### src/rtl/cpu6_memstage_pkg.sv
// cpu6 MEM-stage shared definitions: LSU access sizes and MEM-stage FSM state encodings.
package cpu6_memstage_pkg;

  localparam int unsigned CPU6_LSU_SIZE_WIDTH = 2;

  localparam logic [CPU6_LSU_SIZE_WIDTH-1:0] CPU6_LSU_SIZE_B = 2'b00;
  localparam logic [CPU6_LSU_SIZE_WIDTH-1:0] CPU6_LSU_SIZE_H = 2'b01;
  localparam logic [CPU6_LSU_SIZE_WIDTH-1:0] CPU6_LSU_SIZE_W = 2'b10;

  localparam logic CPU6_MEMST_IDLE = 1'b0;
  localparam logic CPU6_MEMST_WAIT = 1'b1;

  typedef enum logic {
    MEMST_IDLE = CPU6_MEMST_IDLE,
    MEMST_WAIT = CPU6_MEMST_WAIT
  } memst_state_e;

  // Width of the wait-state counter; covers TIMEOUT up to 255.
  localparam int unsigned CPU6_MEMST_CNT_WIDTH = 8;

endpackage

### src/rtl/cpu6_lsu_align.sv
// Load/store lane alignment: byte enables, store-data replication, load lane
// extract with sign/zero extension, and misalignment detection.
// Ports:
//   size        access size (B/H/W; 11 treated as word)
//   zero_ext    zero-extend loads instead of sign-extending
//   offset      byte offset within the word (addr[1:0])
//   store_data  store data from the register file
//   rdata       raw read word from data memory
//   be          byte enables
//   wdata       lane-replicated store data
//   load_data   extracted, extended load value
//   misalign    access violates natural alignment
module cpu6_lsu_align
  import cpu6_memstage_pkg::*;
#(
  parameter int unsigned XLEN = 32
) (
  input  logic [CPU6_LSU_SIZE_WIDTH-1:0] size,
  input  logic                           zero_ext,
  input  logic [1:0]                     offset,
  input  logic [XLEN-1:0]                store_data,
  input  logic [XLEN-1:0]                rdata,
  output logic [XLEN/8-1:0]              be,
  output logic [XLEN-1:0]                wdata,
  output logic [XLEN-1:0]                load_data,
  output logic                           misalign
);

  localparam int unsigned NB = XLEN / 8;

  logic [XLEN-1:0] lane;

  // Shift the addressed lane down to bit 0, then size and extend it.
  always_comb begin
    lane      = rdata >> {offset, 3'b000};
    be        = '1;
    wdata     = store_data;
    load_data = lane;
    misalign  = 1'b0;
    case (size)
      CPU6_LSU_SIZE_B: begin
        be        = NB'(1) << offset;
        wdata     = {4{store_data[7:0]}};
        load_data = zero_ext ? XLEN'(lane[7:0]) : {{(XLEN-8){lane[7]}}, lane[7:0]};
      end
      CPU6_LSU_SIZE_H: begin
        misalign  = offset[0];
        be        = NB'(3) << offset;
        wdata     = {2{store_data[15:0]}};
        load_data = zero_ext ? XLEN'(lane[15:0]) : {{(XLEN-16){lane[15]}}, lane[15:0]};
      end
      default: begin
        misalign  = (offset != 2'b00);
      end
    endcase
  end

endmodule

### src/rtl/cpu6_memstage.sv
// cpu6 MEM stage: EX/MEM register, load/store unit with wait-state handshake
// and bus timeout, writeback select, MEM-stage forwarding source, MEM/WB register.
// Ports:
//   clk, reset                 clock, synchronous active-high reset
//   validE..csr_rdatE          EX-stage instruction and operands
//   flushM                     kill the un-issued instruction in M
//   stallM                     M is holding; upstream must freeze
//   dmem_*                     data-memory request/response
//   fwd_validM/regM/dataM      forwarding source from M
//   regwriteW/writeregW/rdW    register-file write port
//   exc_misalignM/buserrM/addrM  exception pulses and faulting address
module cpu6_memstage
  import cpu6_memstage_pkg::*;
#(
  parameter int unsigned XLEN        = 32,
  parameter int unsigned RFIDX_WIDTH = 5,
  parameter int unsigned TIMEOUT     = 16
) (
  input  logic                           clk,
  input  logic                           reset,
  input  logic                           validE,
  input  logic                           memwriteE,
  input  logic                           memtoregE,
  input  logic                           regwriteE,
  input  logic                           jumpE,
  input  logic                           csrE,
  input  logic [CPU6_LSU_SIZE_WIDTH-1:0] lsu_sizeE,
  input  logic                           lsu_unsignedE,
  input  logic [XLEN-1:0]                aluoutE,
  input  logic [XLEN-1:0]                writedataE,
  input  logic [RFIDX_WIDTH-1:0]         writeregE,
  input  logic [XLEN-1:0]                pcplus4E,
  input  logic [XLEN-1:0]                csr_rdatE,
  input  logic                           flushM,
  output logic                           stallM,
  output logic                           dmem_req,
  output logic                           dmem_we,
  output logic [XLEN-1:0]                dmem_addr,
  output logic [XLEN-1:0]                dmem_wdata,
  output logic [XLEN/8-1:0]              dmem_be,
  input  logic                           dmem_ready,
  input  logic [XLEN-1:0]                dmem_rdata,
  output logic                           fwd_validM,
  output logic [RFIDX_WIDTH-1:0]         fwd_regM,
  output logic [XLEN-1:0]                fwd_dataM,
  output logic                           regwriteW,
  output logic [RFIDX_WIDTH-1:0]         writeregW,
  output logic [XLEN-1:0]                rdW,
  output logic                           exc_misalignM,
  output logic                           exc_buserrM,
  output logic [XLEN-1:0]                exc_addrM
);

  localparam int unsigned CW = CPU6_MEMST_CNT_WIDTH;
  localparam logic [CW-1:0] CNT_LAST = CW'(TIMEOUT - 1);

  // EX/MEM pipeline register contents
  logic                           valid_m, memwrite_m, memtoreg_m, regwrite_m;
  logic                           jump_m, csr_m, unsigned_m;
  logic [CPU6_LSU_SIZE_WIDTH-1:0] size_m;
  logic [XLEN-1:0]                aluout_m, writedata_m, pcplus4_m, csr_rdat_m;
  logic [RFIDX_WIDTH-1:0]         writereg_m;

  memst_state_e  state;
  logic [CW-1:0] cnt;

  logic              is_mem, live, misalign, req, done, timeout, stall, fwd_v;
  logic [XLEN/8-1:0] be;
  logic [XLEN-1:0]   wdata, load_data, rd_m;

  cpu6_lsu_align #(.XLEN(XLEN)) u_align (
    .size       (size_m),
    .zero_ext   (unsigned_m),
    .offset     (aluout_m[1:0]),
    .store_data (writedata_m),
    .rdata      (dmem_rdata),
    .be         (be),
    .wdata      (wdata),
    .load_data  (load_data),
    .misalign   (misalign)
  );

  // Handshake control. A flush only kills while IDLE; once in WAIT the
  // request is committed. Ready beats timeout in the same cycle.
  always_comb begin
    is_mem  = memwrite_m | memtoreg_m;
    live    = ~reset & valid_m & ~(flushM & (state == MEMST_IDLE));
    req     = live & is_mem & ~misalign;
    done    = req & dmem_ready;
    timeout = req & ~dmem_ready & (cnt == CNT_LAST);
    stall   = req & ~dmem_ready & ~timeout;
    fwd_v   = live & regwrite_m & (is_mem ? (memtoreg_m & done) : 1'b1);
    rd_m    = aluout_m;
    if (csr_m)           rd_m = csr_rdat_m;
    else if (jump_m)     rd_m = pcplus4_m;
    else if (memtoreg_m) rd_m = load_data;
  end

  assign stallM        = stall;
  assign dmem_req      = req;
  assign dmem_we       = req & memwrite_m;
  assign dmem_addr     = req ? {aluout_m[XLEN-1:2], 2'b00} : '0;
  assign dmem_wdata    = req ? wdata : '0;
  assign dmem_be       = req ? be : '0;
  assign fwd_validM    = fwd_v;
  assign fwd_regM      = fwd_v ? writereg_m : '0;
  assign fwd_dataM     = fwd_v ? rd_m : '0;
  assign exc_misalignM = live & is_mem & misalign;
  assign exc_buserrM   = timeout;
  assign exc_addrM     = (exc_misalignM | timeout) ? aluout_m : '0;

  // EX/MEM register; holds while stalled, flush inserts a bubble.
  always_ff @(posedge clk) begin
    if (reset) begin
      valid_m     <= 1'b0;
      memwrite_m  <= 1'b0;
      memtoreg_m  <= 1'b0;
      regwrite_m  <= 1'b0;
      jump_m      <= 1'b0;
      csr_m       <= 1'b0;
      unsigned_m  <= 1'b0;
      size_m      <= '0;
      aluout_m    <= '0;
      writedata_m <= '0;
      pcplus4_m   <= '0;
      csr_rdat_m  <= '0;
      writereg_m  <= '0;
    end else if (!stall) begin
      valid_m     <= validE & ~flushM;
      memwrite_m  <= memwriteE;
      memtoreg_m  <= memtoregE;
      regwrite_m  <= regwriteE;
      jump_m      <= jumpE;
      csr_m       <= csrE;
      unsigned_m  <= lsu_unsignedE;
      size_m      <= lsu_sizeE;
      aluout_m    <= aluoutE;
      writedata_m <= writedataE;
      pcplus4_m   <= pcplus4E;
      csr_rdat_m  <= csr_rdatE;
      writereg_m  <= writeregE;
    end
  end

  // Wait-state FSM; the counter counts the issue cycle as wait cycle 0.
  always_ff @(posedge clk) begin
    if (reset) begin
      state <= MEMST_IDLE;
      cnt   <= '0;
    end else begin
      case (state)
        MEMST_IDLE: begin
          if (stall) begin
            state <= MEMST_WAIT;
            cnt   <= cnt + CW'(1);
          end
        end
        MEMST_WAIT: begin
          if (stall) begin
            cnt <= cnt + CW'(1);
          end else begin
            state <= MEMST_IDLE;
            cnt   <= '0;
          end
        end
        default: begin
          state <= MEMST_IDLE;
          cnt   <= '0;
        end
      endcase
    end
  end

  // MEM/WB register; x0 writes are suppressed.
  always_ff @(posedge clk) begin
    if (reset) begin
      regwriteW <= 1'b0;
      writeregW <= '0;
      rdW       <= '0;
    end else begin
      regwriteW <= fwd_v & (writereg_m != '0);
      writeregW <= writereg_m;
      rdW       <= rd_m;
    end
  end

endmodule

### config.mk
export PLATFORM = sky130hd
export DESIGN_NAME = cpu6_memstage
export DESIGN_NICKNAME = d
export VERILOG_FILES = /design/src/rtl/cpu6_memstage_pkg.sv /design/src/rtl/cpu6_lsu_align.sv /design/src/rtl/cpu6_memstage.sv
export SDC_FILE = /design/constraint.sdc
export NUM_CORES = 1
export LEC_CHECK = 0
export BUFFER_PORTS_ARGS = -buffer_cell sky130_fd_sc_hd__buf_2
export CAP_MARGIN = 40
export CORE_ASPECT_RATIO = 0.5
export CORE_MARGIN = 2
export CORE_UTILIZATION = 25
export CTS_BUF_LIST = sky130_fd_sc_hd__clkbuf_16
export DETAILED_ROUTE_END_ITERATION = 8
export PLACE_DENSITY_LB_ADDON = 0.1
export SLEW_MARGIN = 30
export SYNTH_ARGS = -nofsm -noshare
export SYNTH_HDL_FRONTEND = slang
export SYNTH_SLANG_ARGS = --single-unit
### constraint.sdc
create_clock -name clk -period 2.5 [get_ports clk]
set_input_delay 0.125 -clock clk [delete_from_list [all_inputs] [get_ports clk]]
set_output_delay 0.125 -clock clk [all_outputs]
set_load 0.005 [all_outputs]
Word-level counts from Yosys, hierarchy flattened:

Index checks and enable logic that the tools add are counted.

* flip-flop bits (word level): 189
* bits of input ports: 178
* word-level logic and storage cells: 73
* output and inout bits: 181

* $add $sub $neg: 1
* reduce and logical (&&, ||, !) cells: 3
* eq/ne operators: 3
* mux-type cells: 20
* shift operators: 3
* bitwise logic cells: 25

Operator list (count)
* 32-bit 2-to-1 mux: 9
* 32-bit one-hot mux with 2 select lines: 2
* 32-bit by 5-bit right shift with 32-bit output: 1
* 1-bit bitwise AND: 16
* 8-bit 2-to-1 mux: 2
* 8-bit one-hot mux with 2 select lines: 1
* 8-bit by 1-bit adder with 8-bit output (second input constant): 1
* 8-bit by 4-bit equality test with 1-bit output (second input constant): 1
* 4-bit one-hot mux with 2 select lines: 1
* 1-bit NOT: 7
* 5-bit 2-to-1 mux: 1
* 5-bit nonzero test: 1
* 4-bit 2-to-1 mux: 1
* 1-bit by 2-bit << shifter with 4-bit output (first input constant): 1
* 2-bit by 2-bit << shifter with 4-bit output (first input constant): 1
* 2-bit by 1-bit equality test with 1-bit output (second input constant): 1
* 2-bit logical NOT: 1
* 1-bit 2-to-1 mux: 2
* 2-bit inequality test (second input constant): 1
* 1-bit OR: 2
* 1-bit one-hot mux with 2 select lines: 1
* 2-bit nonzero test: 1

Depth between registers and ports, before layout:

Gate-level depths: netlist (run 1).

* depth in word-level cells: 12
* mapped depth: 9
* mapped depth without buffers: 7

By module:

Synthesis (run 1) repeated with hierarchy kept, for this count alone.

* cells, all modules: 1304
* area total of the unflattened synthesis: 10197.3 sq um

By module, submodules not included
* cpu6_memstage: sequential area each 3783.6 sq um, instances 1, area an instance 8817.2 sq um, cells an instance 1106
* cpu6_lsu_align: sequential area each 0.0 sq um, instances 1, area an instance 1380.1 sq um, cells an instance 198

Worst setup path before layout (run 1):

OpenSTA, ideal clock, no wires.

* path type: flip-flop to output port
* start point: reg aluout_m[0]
* end point: out fwd_dataM[3]
* setup slack: 0.703 ns
* required time: 2.375 ns
* stages on the path, launching flop included: 8
* buffers on the path: 2
* arrival time: 1.672 ns
* path through: dfxtp_1 -> buf_2 -> buf_2 -> mux2_2 -> a221oi_1 -> a221oi_1 -> a21oi_1 -> nor2_1

* longest elaborated chain between the ends: 9

Ends and longest elaborated chain
* from (decl): RTL line cpu6_memstage.sv:61 `logic [XLEN-1:0] aluout_m, writedata_m, pcplus4_m, csr_rdat_m;`
* from (signal assigned): RTL line cpu6_memstage.sv:137 `aluout_m <= aluoutE;`
* parallel branches: the longest is 8 deep, another holds 32-bit by 5-bit right shift with 32-bit output
* 32-bit 2-to-1 mux *: RTL line cpu6_memstage.sv:107 `assign fwd_dataM = fwd_v ? rd_m : '0;`
* to (decl): RTL line cpu6_memstage.sv:45 `output logic [XLEN-1:0] fwd_dataM,`

Every way passes the cells marked *.

Final worst setup path (run 1):

* start point: reg aluout_m[1]
* end point: out fwd_dataM[9]

The elaborated chain is that of the path after synthesis.

==> results of run 1 <==
==> kinds of logic after synthesis <==
logic type	count (synthesis)	share of synthesized area
and+or+nand+nor	583	0.2742
AOI/OAI and AO/OA	293	0.1920
DFF	189	0.4104
buffers and inverters	139	0.07180
muxes	40	0.04696
xor gates and xnor gates	3	0.002851
adders and majority gates	1	0.001357
other	1	0.0004068
==> worst max-delay path, delay by kind of cell (launching register included) <==
family / cells / cell delay (ns)
AND/OR/NAND/NOR: 1 / 0.07
multiplexers: 1 / 0.59
buffers and inverters: 1 / 0.13
flip-flops: 1 / 0.41
AO/OA/AOI/OAI: 2 / 0.64
==> routing by layer <==
layer | vias up | share of wire | routed length (µm)
met5 | - | 0 | 0
li1 | 5124 | - | -
met4 | 0 | 0.027 | 1172
met1 | 5162 | 0.44 | 19070
met3 | 55 | 0.039 | 1672
met2 | 273 | 0.49 | 21010
==> where the power goes <==
part / total (mW) / switching, mW / internal, mW
Sequential: 3.33 / 0.153 / 3.18
Clock: 2.99 / 1.32 / 1.67
Combinational: 1.16 / 0.599 / 0.566
Total: 7.49 / 2.07 / 5.42
==> timing repair <==
item	in CTS	in global routing
resized for setup	20	29
gates cloned	1	0
hold endpoints to repair	140	0
setup buffers	5	2
hold buffers	141	0
setup endpoints to repair	103	42
pin swaps	4	3
==> registers in the layout, summed over array words and instances, names as in the netlist, 2 cells and up <==
register,flops
aluout_m,32
pcplus4_m,32
writereg_m,5
writeregW,5
csr_rdat_m,32
rdW,32
cnt,8
size_m,2
writedata_m,32
==> final cells by class <==
type,count,area (µm²),share of cell area
Multi-Input combinational cell,922,4897,0.3558
Sequential cell,189,3794,0.2756
Timing Repair Buffer,546,3701,0.2689
Tap cell,484,605.6,0.04400
Clock buffer,17,425.4,0.03091
Clock inverter,14,188.9,0.01373
Inverter,32,132.6,0.009635
Antenna cell,8,20.02,0.001454
==> placed cells by master (no fill, tap or decap), types with 4 or more instances in the layout <==
master | synthesis | routed
a21oi_1 | 167 | 165
o211ai_1 | 11 | 11
nand2_1 | 333 | 333
nor2_1 | 118 | 116
a221o_1 | 9 | 9
o221ai_1 | 8 | 8
buf_12 | 0 | 5
buf_2 | 28 | 355
mux2_2 | 6 | 6
clkbuf_16 | 0 | 17
dfxtp_1 | 189 | 183
nor3_1 | 15 | 14
a221oi_1 | 10 | 5
and2_1 | 41 | 40
buf_6 | 12 | 4
o21ai_0 | 25 | 22
o21ai_1 | 2 | 5
inv_6 | 0 | 4
diode_2 | 0 | 8
and3_1 | 33 | 33
nand3_1 | 9 | 9
a22oi_1 | 7 | 6
nand2b_1 | 12 | 12
buf_4 | 4 | 37
mux2i_1 | 32 | 31
dfxtp_2 | 0 | 5
or3_1 | 5 | 5
a221oi_2 | 0 | 5
dlygate4sd3_1 | 0 | 141
o22ai_1 | 32 | 31
bufinv_16 | 0 | 4
inv_1 | 30 | 31
nor2b_1 | 4 | 4
==> stage by stage <==
stage,cells,hold WS (ns)
after floorplan,1250,0.2319
after global placement,2023,0.3305
after detailed placement,2024,0.3457
after CTS,2202,0.01727
after global routing,2212,0.05920
final,2212,0.02734
==> worst paths after layout <==
path,from,to,cells after the start
worst max register to register,cnt[0],csr_rdat_m[9],8
worst min register to register,regwrite_m,regwrite_m,2
worst max-delay path,aluout_m[1],fwd_dataM[9],5
worst min-delay path,csr_rdatE[29],csr_rdat_m[29],3
==> run_results.csv, run 1 <==
group,metric,value,unit
placed_design,dpl_cell_area,11460,µm²
setup_path,cp-end-kind,"output port",
placed_design,gp_congestion,0.9292,
yosys,synthTopCellsByArea,"dfxtp_1, nand2_1, a21oi_1",
timing,fin_setup_tns,0,ns
grt,met1_usage,0.2841,
clocking,insertion_delay,0.46,ns
yosys,ys_types,55,
placed_design,dpl.hpwl,31710,µm
route,ant_nets,0,
outcome,status,"completed",
timing,clock.fmax,0.4116,GHz
power,fin_total_pwr,7.488,mW
route,via_per_inst,4.798,
yosys,yosysMostFrequentCell,"nand2_1",
yosys,yosysTopAreaCell,"dfxtp_1",
route,wl,42930,µm
die,die_x,275.6,µm
die,die-area,38520,µm²
placed_design,pre_cts_slack,0.2607,ns
cells_and_area,fillers,3868,
clocking,numCtsBuffers,17,
cells_and_area,final_cell_area,13760,µm²
setup_path,r2r_setup_slack,0.23,ns
timing,setup_viol,0,
timing,grt_setup_unrepaired,"yes",
clocking,clock_sinks,189,
setup_path,crit_fanout,5,
cells_and_area,drive_gt1_frac,0.2785,
die,start_util,0.2553,
clocking,cts_root_buf,"clkbuf_16",
cells_and_area,nets,1887,
power,leakage,6.460,nW
route,wire_per_inst,19.41,µm
die,rows,49,
route,vias,10610,
setup_path,slowest_stage,"mux4_2",
grt,grt_usage,0.2177,
grt,grt_overflow_total,0,
setup_path,crit_type,"reg -> out",
timing,layout_setup_ws,0.07059,ns
grt,grt_max_degree,188,
setup_path,crit_required,2.38,ns
timing,fin_crit_sh,0.9718,
hold_path,hold_class,"in -> reg",
clocking,clkSlewWorstSetupHoldPaths,0.07,ns
yosys,synth-main-ff-cell,"dfxtp_1",
setup_path,worstPathArrival,2.30,ns
yosys,synth-seq-cells,189,
die,io_pins,359,
route,post-route-drc-count,0,
grt,antenna_found_initial,8,
grt,grtUsageMet3,0.03572,
power,peakVddDrop,0.3506,mV
yosys,synth_commonest_cells,"nand2_1, dfxtp_1, a21oi_1, nor2_1, clkbuf_1",
job,cap_violations,0,
power,pwr_density_cell,544.0,nW/µm²
setup_path,critPathLaunchType,"flip-flop",
grt,grt_pass1_wl,63450,µm
yosys,syn_avg_cell_area,7.381,µm²
grt,gr-usage-met2,0.3597,
yosys,synthesis.area,9219,µm²
cells_and_area,final_util,0.3812,
setup_path,critPathMaxStageDelay,0.59,ns
yosys,seq_area_frac_synth,0.4104,
timing,post-route-min-period,2.429,ns
cells_and_area,syn2layout_area_growth,49.31,%
yosys,yosys.area.top_type_share,0.4104,
timing,slew_viol_final,0,
timing,hold_violations,0,
die,die_y,139.8,µm
yosys,synth-warning-count,0,
timing,worstMarginPinSlew,1.003,ns
placed_design,io_buffers,356,
timing,relSlewSlack,0.3316,
route,drt_first_pass_iters,5,
route,drt-initial-drc-count,733,
yosys,synth_edf_count,0,
timing,skew,0.01438,ns
yosys,syn_inst,1249,
grt,grt_pass1_vias,10520,
yosys,ys_async_sr_fraction,0,
grt,top_usage_layer,"met2",
clocking,cts_tree,"built",
clocking,cts_buffer_depth,2,
die,core,36110,µm²
clocking,h-tree-depth,4,
setup_path,crit_chain,"mux4_2 -> a211oi_4 -> a21boi_2 -> nor3_1 -> buf_2",
(Power assumes the default switching activity.)
==> run 2, diff against run 1 <==
- clock period: 2.5 -> 1.97 ns (I/O delays scaled with it)
==> run 2 against run 1 <==
The flow now finishes with violations (setup timing). Final area rose by 34%. Non-clock buffer count rose by 186. Sequential power rose by 28%. First-iteration DRC count rose by 23%. Critical path type unchanged. Worst setup slack got worse by 0.53 ns. Largest cell class unchanged. Critical endpoint is now fwd_dataM[8]. Global-route usage rose by 1.6 points. Clock power rose by 28%. Register-to-register slack got worse by 0.47 ns. Clock skew fell by 0.0018 ns.
==> run_results.csv, run 2 (synthesized netlist as in run 1, its figures left out) <==
group,metric,value,unit
power,peakVddDrop,0.4596,mV
placed_design,io_buffers,356,
timing,post-route-min-period,2.432,ns
setup_path,critPathMaxStageDelay,0.54,ns
timing,fin_setup_tns,-55.81,ns
outcome,violations,"setup timing",
setup_path,crit_chain,"buf_6 -> mux4_2 -> a211oi_2 -> buf_4 -> a21boi_4 -> nor3_2 -> buf_2",
clocking,cts_buffer_depth,2,
clocking,clock_sinks,189,
grt,grt_pass1_wl,68190,µm
timing,slew_viol_final,0,
timing,skew,0.01261,ns
hold_path,hold_path_depth,3,
route,ant_nets,0,
cells_and_area,mostFrequentLayoutCells,"buf_2, nand2_1, dfxtp_1",
grt,grt_pass1_vias,11280,
timing,setup_viol,301,
job,cap_violations,0,
grt,grt_max_degree,188,
die,die_y,139.8,µm
clocking,cts_tree,"built",
timing,hold_violations,0,
clocking,clkSlewWorstSetupHoldPaths,0.07,ns
setup_path,critPathLaunchType,"flip-flop",
cells_and_area,final_util,0.5106,
die,die-area,38520,µm²
placed_design,dpl.hpwl,31870,µm
cells_and_area,nets,2074,
setup_path,crit_required,1.87,ns
hold_path,hold_class,"in -> reg",
setup_path,crit_type,"reg -> out",
route,drt_first_pass_iters,6,
hold_path,hold_start,"csr_rdatE[28]",
power,pwr_density_cell,557.3,nW/µm²
die,start_util,0.2553,
clocking,h-tree-depth,4,
clocking,insertion_delay,0.46,ns
timing,clock.fmax,0.4111,GHz
outcome,status,"finished with violations",
setup_path,r2r_setup_slack,-0.24,ns
setup_path,crit_fanout,5,
setup_path,path_buf_inv,3,
setup_path,cp_top_family,"multiplexers",
setup_path,r2r_end,"csr_rdat_m[26]",
route,via_per_inst,4.975,
timing,fin_crit_sh,1.235,
route,vias,11940,
die,rows,49,
die,die_x,275.6,µm
cells_and_area,final_common_cell,"buf_2",
route,wl,52080,µm
hold_path,min_to,"csr_rdat_m[28]",
timing,worstMarginPinSlew,1.141,ns
grt,grt_overflow_total,0,
setup_path,r2r_cells,14,
placed_design,pre_cts_slack,-0.2574,ns
clocking,cts_root_buf,"clkbuf_16",
cells_and_area,drive_gt1_frac,0.5068,
cells_and_area,register_area,3805,µm²
route,drt-initial-drc-count,898,
cells_and_area,multiInputGateArea,6744,µm²
setup_path,cp-end-kind,"output port",
route,wire_per_inst,21.70,µm
cells_and_area,fillers,3388,
route,post-route-drc-count,0,
timing,layout_setup_ws,-0.4625,ns
setup_path,slowest_stage,"mux4_2",
cells_and_area,syn2layout_area_growth,100.0,%
grt,grt_usage,0.2342,
placed_design,gp_congestion,0.9272,
clocking,numCtsBuffers,17,
power,leakage,8.498,nW
setup_path,worstPathArrival,2.33,ns
timing,grt_setup_unrepaired,"yes",
grt,antenna_found_initial,8,
die,core,36110,µm²
setup_path,r2r-start,"aluout_m[0]",
timing,relSlewSlack,0.2390,
die,io_pins,359,
[run 2: worst max-delay path by stage]
stage | startpoint | endpoint | depth (start not counted)
after floorplan | aluout_m[0] | rdW[3] | 7
after CTS | aluout_m[1] | fwd_dataM[8] | 7
final | aluout_m[1] | fwd_dataM[8] | 7
after global routing | aluout_m[1] | fwd_dataM[21] | 8
after global placement | aluout_m[1] | fwd_dataM[17] | 7
after detailed placement | aluout_m[1] | fwd_dataM[8] | 8
[run 2: final cells by class]
type | instances | share of cell area
clock buffer | 17 | 0.02307
antenna | 8 | 0.001086
timing repair buffer | 732 | 0.3529
inverter | 32 | 0.007668
tap | 484 | 0.03284
multi-input combinational | 923 | 0.3657
sequential | 189 | 0.2064
clock inverter | 15 | 0.01038
[run 2: metal layers]
layer  GRT usage  wire [µm]  vias up
met5           0          0        -
met4     0.08706       1165        0
met3     0.04297       3231       76
met2      0.3883      25280      429
met1      0.3021      22400     5901
li1            -          -     5533
[run 2: repair_timing]
action | CTS | global route
setup buffers | 43 | 50
hold buffers | 142 | 0
endpoints found under the setup margin | 161 | 300
pin swaps | 50 | 160
endpoints found under the hold margin | 141 | 0
gates resized for setup | 258 | 423
gates cloned | 12 | 30
[run 2: worst min-delay path: stages]
cell	delay [ns]
buf_2	0.10
nand2_1	0.18
a21oi_2	0.09
[run 2: where the power goes]
part           internal [mW]  switching, mW  leakage, nW
Combinational           1.13           1.07         6.62
Clock                   2.13           1.69        0.304
Sequential              4.04          0.222         1.57
[run 2: per-stage QoR]
stage	std cells	total power [mW]	instance area, µm²	hold slack (ns)
4_1_cts	2324	9.965	15860	0.01025
3_3_place_gp	2098	5.638	12080	0.3094
6_report	2400	10.28	18440	0.07125
3_5_place_dp	2099	5.648	12100	0.3160
5_1_grt	2400	10.66	18440	0.04282
2_1_floorplan	1250	4.893	9223	0.2054
==> run 3, diff against run 2 <==
- ABC_AREA: default -> 1
- clock period: 1.97 -> 2.52 ns (I/O delays scaled with it)
==> run 3 against run 2 <==
The run now ends clean. Combinational power shrank 50%. Clock skew grew 0.0046 ns. Non-clock buffer count shrank 203. Power shrank 32%. Sequential share of layout area grew 7.6 points. Flip-flop and latch count is the same. Critical path depth grew 2. Clock power shrank 30%. First-iteration DRC count shrank 26%. Largest power group unchanged.
==> run_results.csv, run 3 <==
group,metric,value,unit
timing,clock.fmax,0.4102,GHz
outcome,status,"completed",
yosys,synth_commonest_cells,"nand2_1, a21oi_1, nor2_1, dfxtp_1, inv_1",
route,drt-initial-drc-count,669,
die,die_x,273.1,µm
yosys,synth-seq-cells,189,
placed_design,dp_cells,2193,
setup_path,crit_fanout,9,
grt,grt_max_degree,182,
die,io_pins,359,
die,core,35800,µm²
timing,post-route-min-period,2.438,ns
route,post-route-drc-count,0,
yosys,yosysMostFrequentCell,"nand2_1",
setup_path,critPathMaxStageDelay,0.36,ns
setup_path,crit_top_cell,"o21ai_0",
timing,fin_crit_sh,0.9674,
setup_path,r2r_end,"size_m[0]",
cells_and_area,fillers,4009,
power,pwr-share-clk,0.379,
die,start_util,0.2529,
setup_path,crit_type,"reg -> out",
power,pwr-share-comb,0.159,
yosys,yosysTopAreaCell,"dfxtp_1",
setup_path,r2r_cells,9,
power,peakVddDrop,0.3427,mV
yosys,synth-main-ff-cell,"dfxtp_1",
setup_path,critPathLaunchType,"flip-flop",
hold_path,min_to,"size_m[0]",
yosys,synth-warning-count,0,
route,drt_first_pass_iters,5,
timing,hold_violations,0,
cells_and_area,syn2layout_area_growth,48.20,%
route,wl,38030,µm
grt,grt_overflow_total,0,
yosys,syn_avg_cell_area,6.354,µm²
setup_path,cp-end-kind,"output port",
power,p_switching,2.067,mW
timing,worstMarginPinSlew,0.8864,ns
timing,setup_viol,0,
cells_and_area,multiInputGateArea,4563,µm²
yosys,yosys.area.top_type_share,0.4179,
power,seqPwrFrac,0.462,
timing,relSlewSlack,0.4091,
timing,grt_setup_unrepaired,"yes",
clocking,h-tree-depth,4,
hold_path,hold_class,"in -> reg",
cells_and_area,register_area,3789,µm²
grt,grt_pass1_vias,10230,
cells_and_area,mostFrequentLayoutCells,"nand2_1, buf_2, a21oi_1",
job,cap_violations,0,
die,die-area,37850,µm²
clocking,cts_tree,"built",
yosys,syn_inst,1425,
grt,grt_pass1_wl,57550,µm
yosys,synthesis.area,9055,µm²
route,ant_nets,0,
power,pwr_density_cell,523.5,nW/µm²
setup_path,crit_chain,"buf_4 -> nor2_2 -> o21ai_0 -> o21ai_0 -> nand2_1 -> nand2_1 -> o21ai_0 -> nor2_1 -> buf_2",
setup_path,r2r_setup_slack,0.41,ns
cells_and_area,nets,2052,
timing,slew_viol_final,0,
cells_and_area,drive_gt1_frac,0.2397,
yosys,ys_async_sr_fraction,0,
setup_path,worstPathArrival,2.31,ns
yosys,synthTopCellsByArea,"dfxtp_1, nand2_1, a21oi_1",
setup_path,slowest_stage,"dfxtp_1",
timing,timing.hold.ws,0.02320,ns
placed_design,gp_congestion,0.9253,
yosys,seq_area_frac_synth,0.4179,
cells_and_area,final_common_cell,"nand2_1",
placed_design,dpl.hpwl,26950,µm
clocking,numCtsBuffers,17,
route,vias,10550,
setup_path,r2r-start,"cnt[0]",
placed_design,io_buffers,356,
hold_path,hold_path_depth,3,
grt,grt_usage,0.1957,
power,sw_frac_of_total,0.2943,
power,power.internal,4.957,mW
timing,skew,0.01718,ns
cells_and_area,stdcell_count,2373,
route,wire_per_inst,16.02,µm
hold_path,hold_start,"lsu_sizeE[0]",
die,rows,49,
clocking,cts_buffer_depth,2,
yosys,synth_edf_count,0,
yosys,ys_types,29,
clocking,cts_root_buf,"clkbuf_16",
route,via_per_inst,4.448,
clocking,clkSlewWorstSetupHoldPaths,0.07,ns
clocking,insertion_delay,0.46,ns
grt,antenna_found_initial,3,
power,leakage,6.600,nW
setup_path,crit_required,2.39,ns
die,die_y,138.6,µm
clocking,clock_sinks,189,
run 3: cell count changes after synthesis, moves of 14 or more:
| cell | before | now |
|---|---|---|
| a21oi_1 | 167 | 229 |
| and2_1 | 41 | 0 |
| and3_1 | 33 | 0 |
| inv_1 | 30 | 68 |
| mux2i_1 | 32 | 0 |
| nand2_1 | 333 | 495 |
| nand3_1 | 9 | 34 |
| nor2_1 | 118 | 223 |
| nor3_1 | 15 | 1 |
| o22ai_1 | 32 | 10 |
run 3: area by class of cell:
cell class | count | area share
Clock buffer | 17 | 0.03170
Sequential cell | 189 | 0.2823
Inverter | 75 | 0.02266
Timing Repair Buffer | 529 | 0.2676
Antenna cell | 3 | 0.0005594
Clock inverter | 15 | 0.009977
Tap cell | 484 | 0.04513
Multi-Input combinational cell | 1061 | 0.3400
run 3: worst max-delay path: cells and delay by family (launching register included):
family                 cells  cell delay, ns
buffers and inverters      2            0.33
AOI/OAI and AO/OA          3            0.52
and+or+nand+nor            4            0.65
DFF                        1            0.36
run 3: worst max-delay path by stage:
stage / startpoint / to / slack (ns) / cells after the start
after floorplan: cnt[0] / pcplus4_m[25] / 0.90 / 9
after global placement: aluout_m[0] / fwd_dataM[12] / 0.19 / 11
after detailed placement: aluout_m[0] / fwd_dataM[12] / 0.22 / 11
after CTS: aluout_m[1] / stallM / 0.01 / 9
after global routing: aluout_m[1] / fwd_dataM[26] / -0.04 / 11
final: aluout_m[1] / fwd_dataM[5] / 0.08 / 9
run 3: what timing repair did:
| item | 4_1_cts | 5_1_grt |
|---|---|---|
| buffers inserted | 0 | 2 |
| gates resized for setup | 7 | 24 |
| pin swaps | 0 | 3 |
| cloned | 0 | 1 |
| setup endpoints to repair | 58 | 100 |
| hold endpoints to repair | 141 | 0 |
| hold buffers | 142 | 0 |
run 3: power by group through the flow:
stage,Combinational (mW),Clock [mW],Sequential (mW)
after global routing,1.24,2.87,3.27
after floorplan,0.509,0,3.29
final,1.11,2.66,3.25
after detailed placement,0.924,0,3.32
after CTS,1.11,2.74,3.25
after global placement,0.928,0,3.32
run 3: metal layers:
metal  share of wire  global-route usage  wire length [µm]
met4           0.017             0.05781               654
met2            0.48              0.3255             18350
met3           0.031             0.03047              1163
met5               0                   0                 0
met1            0.47              0.2616             17860
run 3: logic make-up after synthesis:
kind of cell               synth area share
AOI/OAI and AO/OA                    0.1647
xor gates and xnor gates          0.0009674
adders and majority gates          0.001382
buffers and inverters               0.08415
DFF                                  0.4179
other                             0.0004141
and+or+nand+nor                      0.3305
run 3: stage by stage:
stage	TNS [ns]	utilization	setup slack [ns]	area (µm²)	power, mW
5_1_grt	-0.2967	0.3747	-0.03916	13420	7.374
4_1_cts	0	0.3716	0.009540	13310	7.094
6_report	0	0.3748	0.08213	13420	7.024
2_1_floorplan	0	-	0.9036	9059	3.802
3_3_place_gp	0	0.3156	0.1941	11300	4.246
3_5_place_dp	0	0.3156	0.2249	11300	4.239
